==> src/rtl/ex_mem_pipe.sv <==
// ex_mem_pipe: EX->MEM pipeline stage register with a valid/ready handshake,
// flush and backpressure. Every accepted beat is captured, including beats
// with rd_we=0 such as stores, and leaves in acceptance order.
//
// Build option: define EX_MEM_SKID_BUF_EN to get the 2-entry skid version.
// In that version in_ready_o is a pure register output. Without it, the
// stage is a single register with a combinational ready path.
//
// Ports:
//   clk, rst_n          clock (rising edge), synchronous active-low reset
//   flush_i             drop all held beats; an input beat in the same cycle is dropped
//   in_valid_i/o_ready  EX side handshake (in_ready_o)
//   rd_*_i, mem_*_i     incoming writeback and memory-request payload
//   out_valid_o/i_ready MEM side handshake (out_ready_i)
//   rd_*_o, mem_*_o     registered payload; holds its last value during bubbles
//   stall_cnt_o         saturating count of cycles with out_valid_o=1, out_ready_i=0
//
// Skid FSM (EX_MEM_SKID_BUF_EN):
//   state   | meaning
//   S_EMPTY | no beat held
//   S_ONE   | main register holds the oldest beat
//   S_TWO   | main holds the oldest beat, skid holds the next one; input stalled
module ex_mem_pipe #(
  parameter int REG_W      = 32,
  parameter int REG_ADDR_W = 5,
  parameter int CNT_W      = 16
) (
  input  logic                  clk,
  input  logic                  rst_n,
  input  logic                  flush_i,
  input  logic                  in_valid_i,
  output logic                  in_ready_o,
  input  logic                  rd_we_i,
  input  logic [REG_ADDR_W-1:0] rd_addr_i,
  input  logic [REG_W-1:0]      rd_data_i,
  input  logic                  mem_re_i,
  input  logic                  mem_we_i,
  input  logic [1:0]            mem_size_i,
  input  logic [REG_W-1:0]      mem_wdata_i,
  output logic                  out_valid_o,
  input  logic                  out_ready_i,
  output logic                  rd_we_o,
  output logic [REG_ADDR_W-1:0] rd_addr_o,
  output logic [REG_W-1:0]      rd_data_o,
  output logic                  mem_re_o,
  output logic                  mem_we_o,
  output logic [1:0]            mem_size_o,
  output logic [REG_W-1:0]      mem_wdata_o,
  output logic [CNT_W-1:0]      stall_cnt_o
);

  localparam int PL_W = 1 + REG_ADDR_W + REG_W + 1 + 1 + 2 + REG_W;

  logic [PL_W-1:0]  w_in_pl;
  logic [PL_W-1:0]  r_main;
  logic             w_out_valid;
  logic             w_in_ready;
  logic             w_accept;
  logic             w_drain;
  logic [CNT_W-1:0] r_stall_cnt;

  assign w_in_pl = {rd_we_i, rd_addr_i, rd_data_i, mem_re_i, mem_we_i,
                    mem_size_i, mem_wdata_i};

`ifdef EX_MEM_SKID_BUF_EN
  localparam logic [1:0] S_EMPTY = 2'd0;
  localparam logic [1:0] S_ONE   = 2'd1;
  localparam logic [1:0] S_TWO   = 2'd2;

  logic [1:0]      r_state;
  logic [1:0]      w_state_nxt;
  logic [PL_W-1:0] r_skid;
  logic            r_in_ready;

  assign w_out_valid = (r_state != S_EMPTY);
  assign w_in_ready  = r_in_ready;
  assign w_accept    = in_valid_i & r_in_ready;
  assign w_drain     = w_out_valid & out_ready_i;

  always_comb begin
    w_state_nxt = r_state;
    if (flush_i) begin
      w_state_nxt = S_EMPTY;
    end else begin
      case (r_state)
        S_EMPTY: if (w_accept) w_state_nxt = S_ONE;
        S_ONE: begin
          if (w_accept && !w_drain)      w_state_nxt = S_TWO;
          else if (!w_accept && w_drain) w_state_nxt = S_EMPTY;
        end
        S_TWO:   if (w_drain) w_state_nxt = S_ONE;
        default: w_state_nxt = S_EMPTY;
      endcase
    end
  end

  always_ff @(posedge clk) begin
    if (!rst_n) begin
      r_state    <= S_EMPTY;
      r_in_ready <= 1'b1;
      r_main     <= '0;
      r_skid     <= '0;
    end else begin
      r_state    <= w_state_nxt;
      // Ready is registered from the next state, so out_ready_i never
      // reaches in_ready_o combinationally.
      r_in_ready <= (w_state_nxt != S_TWO);
      if (!flush_i) begin
        case (r_state)
          S_EMPTY: if (w_accept) r_main <= w_in_pl;
          S_ONE: begin
            if (w_accept && w_drain) r_main <= w_in_pl;
            else if (w_accept)       r_skid <= w_in_pl;
          end
          S_TWO:   if (w_drain) r_main <= r_skid;
          default: ;
        endcase
      end
    end
  end
`else
  logic r_valid;

  assign w_out_valid = r_valid;
  assign w_in_ready  = !r_valid | out_ready_i;
  assign w_accept    = in_valid_i & w_in_ready;
  assign w_drain     = r_valid & out_ready_i;

  always_ff @(posedge clk) begin
    if (!rst_n) begin
      r_valid <= 1'b0;
      r_main  <= '0;
    end else if (flush_i) begin
      r_valid <= 1'b0;
    end else if (w_accept) begin
      r_main  <= w_in_pl;
      r_valid <= 1'b1;
    end else if (w_drain) begin
      r_valid <= 1'b0;
    end
  end
`endif

  always_ff @(posedge clk) begin
    if (!rst_n) begin
      r_stall_cnt <= '0;
    end else if (w_out_valid && !out_ready_i && (r_stall_cnt != {CNT_W{1'b1}})) begin
      r_stall_cnt <= r_stall_cnt + {{(CNT_W-1){1'b0}}, 1'b1};
    end
  end

  assign in_ready_o  = w_in_ready;
  assign out_valid_o = w_out_valid;
  assign stall_cnt_o = r_stall_cnt;
  assign {rd_we_o, rd_addr_o, rd_data_o, mem_re_o, mem_we_o,
          mem_size_o, mem_wdata_o} = r_main;

endmodule

==> config.mk <==
export PLATFORM = sky130hd
export DESIGN_NAME = ex_mem_pipe
export DESIGN_NICKNAME = d
export VERILOG_FILES = /design/src/rtl/ex_mem_pipe.sv
export SDC_FILE = /design/constraint.sdc
export NUM_CORES = 1
export LEC_CHECK = 0
export ABC_AREA = 1
export CAP_MARGIN = 20
export CORE_MARGIN = 8
export CORE_UTILIZATION = 36
export DETAILED_ROUTE_END_ITERATION = 8
export PLACE_DENSITY = 0.72
export SLEW_MARGIN = 20
export SYNTH_ARGS = -nofsm -noshare
export SYNTH_HDL_FRONTEND = slang
export SYNTH_SLANG_ARGS = --single-unit
==> constraint.sdc <==
create_clock -name clk -period 1.3 [get_ports clk]
set_input_delay 0.26 -clock clk [delete_from_list [all_inputs] [get_ports clk]]
set_output_delay 0.26 -clock clk [all_outputs]
set_load 0.02 [all_outputs]
==> impl_metrics.csv <==
group,metric,value,unit
run_status,status,"complete, but fails checks",
run_status,violations,"negative setup slack",
sta,fmax,0.768,GHz
critical_path,start_kind,"flop",
floorplan,core-area,9640,um^2
synth,syn-mean-instance-area,7.26,um^2
synth,synthArstFlopShare,0,
synth,ys_ff_latch,91,
critical_path,r2r_start,"stall_cnt_o[11]",
critical_path,crit_start,"stall_cnt_o[11]",
route,wl_per_cell,14.5,um
synth,ys_seq_area_frac,0.518,
layout,multiInputGateArea,1660,um^2
flow_run,drv_cap,0,
clocking,htree_levels,3,
route,vias_per_cell,4.62,
critical_path,timing.rr.end,"stall_cnt_o[15]",
sta,finalSetupViolCount,1,
synth,syn_area,3510,um^2
power,p_per_area,1030,nW/um^2
clocking,clock_latency,0.34,ns
clocking,cts_buffers,9,
synth,synthDistinctLibCells,20,
critical_path,r2r_slack,-0.003,ns
critical_path,critPathArrivalTime,1.54,ns
place,dp_hpwl,8280,um
clocking,cts_tree,"done",
grt,grt_pass1_wl,17700,um
clocking,cts.sinks,91,
place,gp_congestion,0.885,
sta,fin_crit,1.30,ns
place,portBuffers,170,
sta,finalCritPeriodShare,1.00,
route,drc_errors,0,
critical_path,crit_chain,"nand2_1 -> nor2_4 -> nand4_4 -> buf_6 -> a21oi_1 -> nor2_1",
synth,yosys.area.top_type_share,0.518,
clocking,clk_pin_slew_worst_paths,0.08,ns
critical_path,worst-path-max-fanout,5,
grt,overflow,0,
critical_path,setup.worst_path.end,"stall_cnt_o[15]",
power,worst_ir_drop_vdd,0.000591,V
sta,slew_headroom,0.816,
route,first_pass_iters,4,
grt,grt_start_max_net_pins,54,
route,wirelength,11600,um
synth,syn-num-nets,564,
floorplan,die_area,13200,um^2
floorplan,io_pins,171,
route,num_vias,3695,
route,ant_nets,0,
floorplan,die_x,115,um
sta,tightest_slew,0.275,ns
synth,yosys_warnings,0,
layout,nets,742,
grt,grt_usage,0.166,
synth,synth.area.top_cells,"dfxtp_1 (52%), nor2_1 (21%), o21ai_0 (11%)",
worst_hold_path,hp-class,"in -> reg",
critical_path,critPathKind,"reg -> reg",
route,drt_iter0_drc,132,
critical_path,slowest_delay,0.38,ns
power,total_power,5.82,mW
clocking,cts_root_buffer,"clkbuf_8",
grt,antenna_found_initial,0,
sta,skew,0.00514,ns
floorplan,initial_core_util,0.365,
critical_path,crit_slowest_cell,"dfxtp_4",
sta,hold_violations,0,
power,p_leak,2.38,nW
synth,synth_top_area_cell,"dfxtp_1",
critical_path,worst_setup_path_end_kind,"flop",
synth,yosys_most_used_dff,"dfxtp_1",
synth,synth-edff-count,0,
layout,seq_area,1860,um^2
critical_path,required,1.54,ns
layout,nFillCells,940,
sta,fin_tns_setup,-0.00285,ns
floorplan,fp.dieH,115,um
critical_path,rr_worst_depth,6,
worst_hold_path,hold_depth,3,
sta,finalWorstSetupSlack,-0.00285,ns
layout,antenna_cells,0,
clocking,clock_path_buffers,2,
synth,synth_cells,484,
grt,grt_pass1_vias,3752,
sta,rsz0062_at_grt,"true",
layout,drive_above_1_share,0.261,
sta,slew_violations,0,
floorplan,rows,36,
place,dp_slack,-0.409,ns
layout,area.growth.synth_to_final,60.9,%
==> cell type report <==
class | count | area share
sequential | 91 | 0.328
inverter | 17 | 0.0131
timing repair buffer | 194 | 0.308
clock inverter | 2 | 0.00221
clock buffer | 13 | 0.0263
multi-input combinational | 349 | 0.293
tap | 133 | 0.0294
==> layer usage <==
metal / GRT usage / vias to the layer above / part of all wire
li1: - / 1887 / -
met1: 0.173 / 1684 / 0.40
met2: 0.296 / 115 / 0.50
met3: 0.0714 / 9 / 0.083
met4: 0.0534 / 0 / 0.012
met5: 0 / - / 0
==> cell usage after synthesis (2+ instances only) <==
master / n
nor2_4: 2
nand2_2: 2
clkbuf_2: 6
clkbuf_1: 10
o21ai_0: 75
buf_4: 2
nand4_1: 2
nand3_1: 13
buf_2: 8
inv_1: 17
dfxtp_1: 91
xor2_1: 2
nand2_1: 49
nor2_1: 192
a21oi_1: 8
==> cells by family after synthesis <==
kind of cell	count (synthesis)	synth area share
and+or+nand+nor	263	0.299
DFF	91	0.518
AOI/OAI and AO/OA	83	0.118
buffers and inverters	44	0.0562
xor gates and xnor gates	2	0.00498
adders and majority gates	1	0.00356
==> cells in the final DEF (no fill, tap or decap), types with 2 or more instances in the layout <==
cell / n
a21oi_1: 5
a21oi_2: 3
buf_12: 7
buf_2: 12
buf_4: 11
buf_6: 4
clkbuf_1: 3
clkbuf_16: 2
clkbuf_2: 49
clkbuf_8: 10
clkdlybuf4s15_1: 12
clkdlybuf4s15_2: 20
clkdlybuf4s50_1: 77
dfxtp_1: 75
dfxtp_2: 10
dfxtp_4: 6
inv_1: 12
inv_2: 3
nand2_1: 40
nand2_2: 9
nand3_1: 10
nand3_2: 2
nand3_4: 2
nand4_1: 2
nor2_1: 179
nor2_2: 8
nor2_4: 7
o21ai_0: 49
o21ai_1: 26
xor2_1: 2
==> timing repair <==
action,in CTS,in global routing
setup endpoints to repair,114,146
setup buffers,0,1
resized for setup,236,133
pin swaps,4,7
hold buffers,0,0
gates cloned,0,3
==> worst max-delay path: cells and delay by family (launching register included) <==
family / cells / cell delay [ns]
AO/OA/AOI/OAI: 1 / 0.13
flip-flops: 1 / 0.38
AND/OR/NAND/NOR: 4 / 0.52
buffers and inverters: 1 / 0.16
==> stage by stage <==
stage,cell area [um^2],hold slack [ns],std cells,utilization
5_1_grt,5650,0.305,799,0.587
2_1_floorplan,3550,0.325,484,-
3_5_place_dp,5470,0.472,780,0.568
4_1_cts,5710,0.279,795,0.592
6_report,5650,0.297,799,0.587
3_3_place_gp,5470,0.462,780,0.568
==> sequential cells by signal, indices dropped and copies added (netlist names) <==
| signal | flops |
|---|---|
| r_main | 74 |
| out_valid_o | 1 |
| stall_cnt_o | 16 |
==> report_power, final <==
part / internal (mW) / leakage [nW] / total [mW] / switching [mW]
clock network: 0.738 / 0.0795 / 1.66 / 0.925
registers: 2.94 / 0.758 / 3.03 / 0.0863
logic: 0.539 / 1.55 / 1.13 / 0.593
==> worst min path at each step <==
stage / start / slack [ns] / to
2_1_floorplan: flush_i / 0.32 / out_valid_o
5_1_grt: rst_n / 0.30 / r_main[48]
3_3_place_gp: r_main[8] / 0.46 / r_main[8]
6_report: rst_n / 0.30 / r_main[39]
3_5_place_dp: r_main[34] / 0.47 / r_main[34]
4_1_cts: rst_n / 0.28 / r_main[39]
Power figures use the tool's default switching activity.
